File: config.mk
export PLATFORM = sky130hd
export DESIGN_NAME = muldiv_seq
export DESIGN_NICKNAME = d
export VERILOG_FILES = /design/src/rtl/muldiv_seq.sv
export SDC_FILE = /design/constraint.sdc
export NUM_CORES = 2
export LEC_CHECK = 0
export CAP_MARGIN = 10
export CORE_ASPECT_RATIO = 0.75
export CORE_MARGIN = 4
export CORE_UTILIZATION = 35
export CTS_BUF_LIST = sky130_fd_sc_hd__clkbuf_2 sky130_fd_sc_hd__clkbuf_4 sky130_fd_sc_hd__clkbuf_8
export CTS_CLUSTER_DIAMETER = 40
export DETAILED_ROUTE_END_ITERATION = 10
export GPL_TIMING_DRIVEN = 0
export MAX_ROUTING_LAYER = met4
export PLACE_DENSITY_LB_ADDON = 0.15
export SLEW_MARGIN = 10
export SYNTH_ARGS = -nofsm -noshare
export SYNTH_HDL_FRONTEND = slang
export SYNTH_SLANG_ARGS = --single-unit
File: constraint.sdc
create_clock -name clk -period 10.35 [get_ports clk]
set_clock_uncertainty 0.05 [all_clocks]
set_input_delay 2.07 -clock clk [delete_from_list [all_inputs] [get_ports clk]]
set_output_delay 2.07 -clock clk [all_outputs]
set_load 0.005 [all_outputs]
File: src/rtl/muldiv_seq.sv
// muldiv_seq: multi-cycle RV64M multiply/divide sequencer (shift-add multiplier,
// restoring divider) with valid/ready handshakes on both sides.
// Optional feature macro: MULDIV_FAST_MUL_EN. When defined, MUL/MULW use a
// combinational multiplier at acceptance and complete in one cycle.
module muldiv_seq #(
  parameter int unsigned XLEN  = 64,
  parameter int unsigned CNT_W = 7
) (
  input  logic            clk,
  input  logic            reset,
  input  logic            in_valid,
  output logic            in_ready,
  input  logic [3:0]      op,
  input  logic [XLEN-1:0] srca,
  input  logic [XLEN-1:0] srcb,
  input  logic            flush,
  output logic            out_valid,
  input  logic            out_ready,
  output logic [XLEN-1:0] result,
  output logic            busy
);

  localparam int unsigned HW = 32;

  localparam logic [1:0] IDLE = 2'd0;
  localparam logic [1:0] CALC = 2'd1;
  localparam logic [1:0] DONE = 2'd2;

  function automatic logic [XLEN-1:0] sext32(input logic [HW-1:0] v);
    return {{(XLEN-HW){v[HW-1]}}, v};
  endfunction

  logic [1:0]       state, state_n;
  logic [CNT_W-1:0] cnt, cnt_n;
  logic [XLEN-1:0]  reg_a, reg_a_n;   // multiplicand / dividend-quotient shifter
  logic [XLEN-1:0]  reg_b, reg_b_n;   // multiplier / divisor magnitude
  logic [XLEN-1:0]  acc, acc_n;       // product accumulator / partial remainder
  logic             mul_q, mul_n;
  logic             w_q, w_n;
  logic             rem_q, rem_n;
  logic             negq_q, negq_n;
  logic             negr_q, negr_n;
  logic [XLEN-1:0]  result_n;
  logic             in_ready_n, out_valid_n, busy_n;

  // Incoming op decode
  logic op_mul, op_w, op_sgn, op_rem, op_ill;
  always_comb begin
    op_mul = 1'b0;
    op_w   = 1'b0;
    op_sgn = 1'b0;
    op_rem = 1'b0;
    op_ill = 1'b0;
    case (op)
      4'd0: op_mul = 1'b1;
      4'd1: op_sgn = 1'b1;
      4'd2: ;
      4'd3: begin op_sgn = 1'b1; op_rem = 1'b1; end
      4'd4: op_rem = 1'b1;
      4'd5: begin op_mul = 1'b1; op_w = 1'b1; end
      4'd6: begin op_w = 1'b1; op_sgn = 1'b1; end
      4'd7: op_w = 1'b1;
      4'd8: begin op_w = 1'b1; op_sgn = 1'b1; op_rem = 1'b1; end
      4'd9: begin op_w = 1'b1; op_rem = 1'b1; end
      default: op_ill = 1'b1;
    endcase
  end

  // Operand extension, magnitudes and special-case detection at acceptance
  logic [XLEN-1:0] a_ext, b_ext, a_mag, b_mag, min_neg, spec_raw, spec_res;
  logic            a_neg, b_neg, div_zero, ovf;
  always_comb begin
    if (op_w) begin
      a_ext = op_sgn ? sext32(srca[HW-1:0]) : XLEN'(srca[HW-1:0]);
      b_ext = op_sgn ? sext32(srcb[HW-1:0]) : XLEN'(srcb[HW-1:0]);
      min_neg = sext32(32'h8000_0000);
    end else begin
      a_ext = srca;
      b_ext = srcb;
      min_neg = {1'b1, {(XLEN-1){1'b0}}};
    end
    a_neg    = op_sgn & a_ext[XLEN-1];
    b_neg    = op_sgn & b_ext[XLEN-1];
    a_mag    = a_neg ? -a_ext : a_ext;
    b_mag    = b_neg ? -b_ext : b_ext;
    div_zero = (b_ext == '0);
    ovf      = op_sgn && (a_ext == min_neg) && (b_ext == '1);
    if (div_zero) spec_raw = op_rem ? a_ext : '1;
    else          spec_raw = op_rem ? '0 : a_ext;
    spec_res = op_w ? sext32(spec_raw[HW-1:0]) : spec_raw;
  end

`ifdef MULDIV_FAST_MUL_EN
  // Single-cycle product for the fast multiply path
  logic [XLEN-1:0] prod, fast_res;
  always_comb begin
    prod     = srca * srcb;
    fast_res = op_w ? sext32(prod[HW-1:0]) : prod;
  end
`endif

  // One iteration of the shift-add multiplier and restoring divider, plus final result
  logic [XLEN-1:0] acc_m, a_m, b_m, acc_d, a_d, q_fix, r_fix, fin_raw, fin;
  logic [XLEN:0]   sh, trial;
  logic            ge;
  logic [CNT_W-1:0] last_cnt;
  always_comb begin
    acc_m   = acc + (reg_b[0] ? reg_a : '0);
    a_m     = reg_a << 1;
    b_m     = reg_b >> 1;
    sh      = {acc, reg_a[XLEN-1]};
    trial   = sh - {1'b0, reg_b};
    ge      = ~trial[XLEN];
    acc_d   = ge ? trial[XLEN-1:0] : sh[XLEN-1:0];
    a_d     = {reg_a[XLEN-2:0], ge};
    q_fix   = negq_q ? -a_d : a_d;
    r_fix   = negr_q ? -acc_d : acc_d;
    fin_raw = mul_q ? acc_m : (rem_q ? r_fix : q_fix);
    fin     = w_q ? sext32(fin_raw[HW-1:0]) : fin_raw;
    last_cnt = w_q ? CNT_W'(HW - 1) : CNT_W'(XLEN - 1);
  end

  // Next-state and next-register logic
  always_comb begin
    state_n  = state;
    cnt_n    = cnt;
    reg_a_n  = reg_a;
    reg_b_n  = reg_b;
    acc_n    = acc;
    mul_n    = mul_q;
    w_n      = w_q;
    rem_n    = rem_q;
    negq_n   = negq_q;
    negr_n   = negr_q;
    result_n = result;
    if (flush) begin
      state_n = IDLE;
    end else begin
      case (state)
        IDLE: begin
          if (in_valid && in_ready) begin
            cnt_n  = '0;
            mul_n  = op_mul;
            w_n    = op_w;
            rem_n  = op_rem;
            negq_n = a_neg ^ b_neg;
            negr_n = a_neg;
            acc_n  = '0;
            if (op_ill) begin
              result_n = '0;
              state_n  = DONE;
            end else if (!op_mul && (div_zero || ovf)) begin
              result_n = spec_res;
              state_n  = DONE;
`ifdef MULDIV_FAST_MUL_EN
            end else if (op_mul) begin
              result_n = fast_res;
              state_n  = DONE;
`endif
            end else if (op_mul) begin
              reg_a_n = srca;
              reg_b_n = srcb;
              state_n = CALC;
            end else begin
              reg_a_n = op_w ? (a_mag << HW) : a_mag;
              reg_b_n = b_mag;
              state_n = CALC;
            end
          end
        end
        CALC: begin
          cnt_n   = cnt + CNT_W'(1);
          reg_a_n = mul_q ? a_m : a_d;
          reg_b_n = mul_q ? b_m : reg_b;
          acc_n   = mul_q ? acc_m : acc_d;
          if (cnt == last_cnt) begin
            result_n = fin;
            state_n  = DONE;
          end
        end
        DONE: begin
          if (out_valid && out_ready) state_n = IDLE;
        end
        default: state_n = IDLE;
      endcase
    end
    in_ready_n  = (state_n == IDLE);
    out_valid_n = (state_n == DONE);
    busy_n      = (state_n != IDLE);
  end

  // State and datapath registers
  always_ff @(posedge clk or posedge reset) begin
    if (reset) begin
      state     <= IDLE;
      cnt       <= '0;
      reg_a     <= '0;
      reg_b     <= '0;
      acc       <= '0;
      mul_q     <= 1'b0;
      w_q       <= 1'b0;
      rem_q     <= 1'b0;
      negq_q    <= 1'b0;
      negr_q    <= 1'b0;
      result    <= '0;
      in_ready  <= 1'b1;
      out_valid <= 1'b0;
      busy      <= 1'b0;
    end else begin
      state     <= state_n;
      cnt       <= cnt_n;
      reg_a     <= reg_a_n;
      reg_b     <= reg_b_n;
      acc       <= acc_n;
      mul_q     <= mul_n;
      w_q       <= w_n;
      rem_q     <= rem_n;
      negq_q    <= negq_n;
      negr_q    <= negr_n;
      result    <= result_n;
      in_ready  <= in_ready_n;
      out_valid <= out_valid_n;
      busy      <= busy_n;
    end
  end

endmodule
# Word level (Yosys, flattened, before mapping)
# Index checks and enable logic that the tools add are counted.
dict set report totals {
  reg_bits 273
  in_bits 137
  output_inout_bits 67
}
dict set report op_classes {
  n_addsub 7
  eq_ne 21
  mux 53
  bitwise 5
  reduce_logical 23
}
# cell count
set ops {}
lappend ops {{64-bit two-way mux} 33}
lappend ops {{64-bit case mux with 2 select lines} 4}
lappend ops {{64-bit negation} 4}
lappend ops {{65-bit by 64-bit subtractor with 65-bit output} 1}
lappend ops {{64-bit adder} 1}
lappend ops {{64-bit == test} 1}
lappend ops {{64-bit == test, second input constant} 1}
lappend ops {{64-bit zero test} 1}
lappend ops {{63-bit two-way mux} 1}
lappend ops {{4-bit by 3-bit == test with 1-bit output, second input constant} 4}
lappend ops {{7-bit case mux with 2 select lines} 1}
lappend ops {{2-bit two-way mux} 6}
lappend ops {{2-bit inequality test, second input constant} 5}
lappend ops {{5-bit AND reduction} 2}
lappend ops {{10-bit OR reduction} 1}
lappend ops {{4-bit by 2-bit == test with 1-bit output, second input constant} 2}
lappend ops {{4-bit == test, second input constant} 2}
lappend ops {{4-bit OR reduction} 2}
lappend ops {{7-bit by 1-bit adder with 7-bit output, second input constant} 1}
lappend ops {{7-bit by 6-bit == test with 1-bit output} 1}
lappend ops {{7-bit two-way mux} 1}
lappend ops {{6-bit two-way mux} 1}
lappend ops {{2-bit case mux with 3 select lines} 1}
lappend ops {{3-bit AND reduction} 2}
lappend ops {{other kinds (17)} 30}

# Logic depth before layout (Yosys ltp)
dict set report logic_depth {
  ltp_word 16
  ltp_mapped 28
  ltp_nobuf 25
}

# Worst setup path after synthesis
# OpenSTA, ideal clock, no wires.
dict set report synth_timing {
  kind {register -> register}
  start {register acc[41]}
  end {register result[56]}
  t_arrival_ps 6472
  t_required_ps 10178
  setup_slack_ps 3707
  path_stages_with_launch 26
  path_cell_list {dfrtp_1 ha_1 clkbuf_1 nand2_1 or4_1 a221oi_2 o31ai_2 a31oi_2 nor2_4 inv_2 buf_2 buf_1 clkbuf_1 buf_1 ha_1 nand4_1 or3_4 nand2b_1 nand3b_4 or2_1 o21ai_1 xor2_1 o21ai_1 or4_1 o221a_1 a32o_1}
}
dict set report synth_between {
  elab_chain_len 9
  word_cells_on_any_way 13
  cone_classes {add/sub (4); mux (8); bitwise (1)}
}
# item line_no
set synth_lines {}
lappend synth_lines {{start: declaration} 37} ;# logic [XLEN-1:0] acc, acc_n;
lappend synth_lines {{start signal: assignment} 214} ;# acc <= acc_n;
lappend synth_lines {{65-bit by 64-bit subtractor with 65-bit output} 112} ;# trial = sh - {1'b0, reg_b};
lappend synth_lines {{64-bit two-way mux or 1-bit inverter (tied branches)} {114, 113}}
lappend synth_lines {{64-bit negation, on equally long branches} {117, 116}}
lappend synth_lines {{64-bit two-way mux, on equally long branches} {117, 116}}
lappend synth_lines {{64-bit two-way mux} 118} ;# fin_raw = mul_q ? acc_m : (rem_q ? r_fix : q_fix);
lappend synth_lines {{64-bit two-way mux *} 118}
lappend synth_lines {{64-bit two-way mux *} 119} ;# fin = w_q ? sext32(fin_raw[HW-1:0]) : fin_raw;
lappend synth_lines {{64-bit two-way mux *} 176} ;# if (cnt == last_cnt) begin
lappend synth_lines {{64-bit case mux with 2 select lines *} 139} ;# case (state)
lappend synth_lines {{end signal: assignment} 220} ;# result <= result_n;
lappend synth_lines {{end: declaration} 19} ;# output logic [XLEN-1:0] result,
# Mark *: on every way between the ends. The rest lies on a longest branch, timed or not. The select of a mux whose other input is x is not followed.
# A chain may end at the register's enable or synchronous reset.

# Worst setup path after layout
dict set report layout_timing {
  start {register reg_a[63]}
  end {register result[56]}
}
dict set report layout_between {
  elab_chain_len 9
  word_cells_on_any_way 12
  cone_classes {add/sub (3); mux (8); bitwise (1)}
}
# item line_no
set layout_lines {}
lappend layout_lines {{start: declaration} 35} ;# logic [XLEN-1:0] reg_a, reg_a_n;
lappend layout_lines {{start signal: assignment} 212} ;# reg_a <= reg_a_n;
lappend layout_lines {{65-bit by 64-bit subtractor with 65-bit output} 112}
lappend layout_lines {{64-bit two-way mux or 1-bit inverter (tied branches)} {114, 113}}
lappend layout_lines {{64-bit negation, on equally long branches} {117, 116}}
lappend layout_lines {{64-bit two-way mux, on equally long branches} {117, 116}}
lappend layout_lines {{64-bit two-way mux * (2 in a row)} 118}
lappend layout_lines {{64-bit two-way mux *} 119}
lappend layout_lines {{64-bit two-way mux *} 176}
lappend layout_lines {{64-bit case mux with 2 select lines *} 139}
# Marked as above.

==> Implementation_results.wiki <==
{| class="wikitable"
! Metric !! Value
|-
| Post-Route Utilization || 0.411
|-
| Buffers added on ports || 192
|-
| Most frequent cell after synthesis || sky130_fd_sc_hd__a21oi_1
|-
| CTS buffer count || 57
|-
| Post-layout net count || 5168
|-
| Sequential area share after synthesis || 0.208
|-
| Actual slew at the worst max-slew pin || 1450 ps
|-
| Dpl hpwl || 186000 um
|-
| Horiz. Die Dim || 361 um
|-
| Number of antenna violations at the first check in global routing || 28
|-
| Post-Syn Instances || 4637
|-
| Worst Hold Margin || 446 ps
|-
| Synth area leader || sky130_fd_sc_hd__dfrtp_1
|-
| Unrepaired setup endpoints after global routing || false
|-
| Number of enable-type register cells in the synthesized netlist || 0
|-
| Clock slew at reported path FFs || 70 ps
|-
| Number of DRC markers after the initial detailed-route iteration || 7067
|-
| Pwr dens || about 270 nW/um^2
|-
| Total Negative Setup Slacks || 0 ps
|-
| Layout fillers || 9869
|-
| Worst min-delay path class || reg -> reg
|-
| Headroom to the max-slew limit || 0.0252
|-
| Predominant post-synthesis flop cell || sky130_fd_sc_hd__dfrtp_1
|-
| Number of detailed-routing iterations run before antenna repair || 7
|-
| Net count after synthesis || 4910
|-
| Share of layout cells above drive strength 1 || 0.0504
|-
| Number of violations of the max-capacitance limit || 1
|-
| Clk buf depth || 3
|-
| Pwr Total || 0.0103 W
|-
| Met3 GRT Util || 0.178
|-
| Cell area after layout || 37900 sq um
|-
| Class of the most critical setup path || reg -> reg
|-
| Post-synthesis area per instance || 7.07 sq um
|-
| Violated checks || capacitance limit
|-
| Routed wire length || 224000 um
|-
| Nature of the critical path startpoint || flop
|-
| Most utilized layer in the global route result || met1
|-
| Number of synthesized register bits || 273
|-
| Global-route wire length before repair || approximately 300000 um
|-
| Post-synthesis cell area || ~33000 sq um
|-
| Slew Viols, Final || 0
|-
| Die outline area || 98700 sq um
|-
| # clock sinks || 273
|-
| Worst-skew pair later-pin latency || 760 ps
|-
| Starting Density || 0.356
|-
| Required time at the worst-slack endpoint || 10900 ps
|-
| Met2 track demand over resource in global routing || 0.578
|-
| Final Setup Violations || 0
|-
| Fraction of post-synthesis cell area in the top cell type by area || 0.208
|-
| Highest net fanout along the worst path || 19
|-
| Via count || 42515
|-
| Post-route fraction of the period consumed by the critical path || 0.988
|-
| Count of unresolved DRC violations after routing || 0
|-
| Synth cell count leaders || 510 x sky130_fd_sc_hd__a21oi_1, 489 x sky130_fd_sc_hd__nand2_1, 447 x sky130_fd_sc_hd__nor2_1, 425 x sky130_fd_sc_hd__o21ai_0, 272 x sky130_fd_sc_hd__dfrtp_1
|-
| Number of top-level pins || about 200
|-
| Achievable frequency || 97.8 MHz
|-
| Number of warning messages in the yosys log || 0
|-
| Main area contributors after synthesis || sky130_fd_sc_hd__dfrtp_1 21%, sky130_fd_sc_hd__a21oi_1 7.8%, sky130_fd_sc_hd__o21ai_0 6.5%, sky130_fd_sc_hd__nand2_1 5.6%, sky130_fd_sc_hd__nor2_1 5.1%
|-
| Post-placement cell area || 36400 sq um
|-
| Routability cong. || approximately 1.1
|-
| Number of global-route vias before repair || 38408
|-
| Hold buffers post-CTS || 0
|-
| Detail-routed net length per standard cell || 36.2 um
|-
| Count of distinct cell types in the synthesized netlist || around 110
|-
| Fin. Hold Viols || 0
|-
| Worst reg-to-reg setup slack || 130 ps
|-
| Clock Tree Root || sky130_fd_sc_hd__clkbuf_8
|-
| Worst vdd ir || 148 uV
|-
| Number of nets with antenna violations after detailed routing || 0
|-
| CTS tree || built
|-
| Met1 demand-to-capacity share in global routing || 0.605
|-
| Outcome || finished with violations
|-
| Via count normalized by instance count || 6.87
|-
| CTS HTree Levels || 2
|-
| Kind of capture point of the worst setup path || flop
|-
| Share of synthesized flip-flops with an asynchronous set or reset || 1.00
|-
| Floorplan die height || 273 um
|-
| Largest net degree at the start of global routing || 99
|-
| Overflow left after global routing || 0
|-
| Synthesis-to-layout area growth || 15.6%
|-
| GRT Resource Usage Total || 0.445
|-
| Standard-cell rows || 96
|-
| Arrival time reported for the critical path endpoint || 10770 ps
|-
| Shortest clock period the worst path allows after layout || 10220 ps
|-
| Leakage power || about 15 nW
|-
| Area of the placeable core || 92200 sq um
|}
==> critical path: stages (launching register included) <==
cell and delay, ps:
sky130_fd_sc_hd__dfrtp_1 510, sky130_fd_sc_hd__inv_1 180, sky130_fd_sc_hd__ha_1 280, sky130_fd_sc_hd__fa_1 420, sky130_fd_sc_hd__nor2b_1 250, sky130_fd_sc_hd__o211ai_1 300
sky130_fd_sc_hd__a211o_1 410, sky130_fd_sc_hd__a21oi_1 420, sky130_fd_sc_hd__nand2_1 310, sky130_fd_sc_hd__a31oi_2 690, sky130_fd_sc_hd__nor2_4 220, sky130_fd_sc_hd__inv_2 320
sky130_fd_sc_hd__buf_2 370, sky130_fd_sc_hd__buf_1 640, sky130_fd_sc_hd__clkbuf_2 920, sky130_fd_sc_hd__ha_1 430, sky130_fd_sc_hd__nand4_1 360, sky130_fd_sc_hd__or3_4 530
sky130_fd_sc_hd__nand2b_1 320, sky130_fd_sc_hd__nand3b_4 290, sky130_fd_sc_hd__or2_1 310, sky130_fd_sc_hd__o21ai_1 150, sky130_fd_sc_hd__xor2_1 180, sky130_fd_sc_hd__o21ai_1 150
sky130_fd_sc_hd__or4_1 540, sky130_fd_sc_hd__o221a_1 240, sky130_fd_sc_hd__a32o_1 250
==> final cells by class <==
class,count,area (sq um),area share
diodes,21,52.6,0.00139
inverters,121,462,0.0122
multi-input cells,3923,24300,0.642
plain buffers,319,1250,0.0331
repair buffers,200,2050,0.0540
clock inverters,25,399,0.0105
well taps,1225,1530,0.0404
flip-flops and latches,273,6830,0.180
clock buffers,78,1000,0.0265
==> report_power, final <==
group | switching [W] | total, W | internal, W
Combinational | 0.00464 | 0.00674 | 0.00209
Clock | 0.000618 | 0.00146 | 0.000844
Sequential | 0.000652 | 0.00209 | 0.00143
Total | 0.00591 | 0.0103 | 0.00437
==> cells in the final DEF (no fill, tap or decap), drive strengths merged, types with 33 or more instances in the layout <==
cell type / n
buf: 72
inv: 122
a21o: 69
nand2: 490
o221ai: 34
dfrtp: 272
nand4: 73
nor4: 49
a31oi: 88
or3: 79
or2: 35
and2: 98
o22ai: 33
o31ai: 60
mux2i: 59
clkbuf: 333
xnor2: 136
nand3: 72
nand2b: 38
o21ai: 449
clkdlybuf4s50: 192
nor2: 448
ha: 134
nor3: 146
a211oi: 76
xor2: 121
a21oi: 510
o21a: 52
or4: 53
o211ai: 66
==> flip-flops by register name (all words and copies together) (netlist names), 2 cells and up <==
signal	cells
reg_a	64
acc	64
cnt	7
result	64
state	2
reg_b	64
==> kinds of logic (layout without fill, tap and decap cells) <==
group | count (synthesis) | count (layout) | synth area share
buffers and inverters | 441 | 743 | 0.0520
adders and majority gates | 137 | 137 | 0.0526
muxes | 74 | 74 | 0.0233
DFF | 273 | 273 | 0.208
and+or+nand+nor | 1685 | 1685 | 0.249
other | 0 | 21 | 0
xor gates and xnor gates | 257 | 257 | 0.0686
AOI/OAI and AO/OA | 1770 | 1770 | 0.346
==> through the flow <==
step / cells / worst slack (ps)
final: 6185 / 127
after global routing: 6180 / 89.1
after CTS: 6164 / 112
after detailed placement: 6061 / -50.2
after global placement: 6054 / -3880
after floorplan: 4637 / 708
==> per-layer routing <==
| metal | share of wire | up-vias |
|---|---|---|
| li1 | - | 17898 |
| met5 | 0 | - |
| met1 | 0.42 | 20920 |
| met3 | 0.15 | 535 |
| met4 | 0.047 | 0 |
| met2 | 0.38 | 3162 |
==> worst paths after layout <==
kind                            cells after the start  startpoint         end
worst max register to register                     26   reg_a[63]  result[56]
worst max-delay path                               26   reg_a[63]  result[56]
min in group asynchronous                           2       reset   reg_b[48]
worst min register to register                      1   result[4]   result[4]
max in group asynchronous                           4       reset   out_valid
worst min-delay path                                1   result[4]   result[4]
==> repair_timing <==
| action | 4_1_cts | 5_1_grt |
|---|---|---|
| endpoints found under the setup margin | 2 | 7 |
| cloned | 0 | 0 |
| setup buffers | 0 | 0 |
| gates resized for setup | 1 | 4 |
| endpoints found under the hold margin | 0 | 0 |
(Power assumes the default switching activity.)
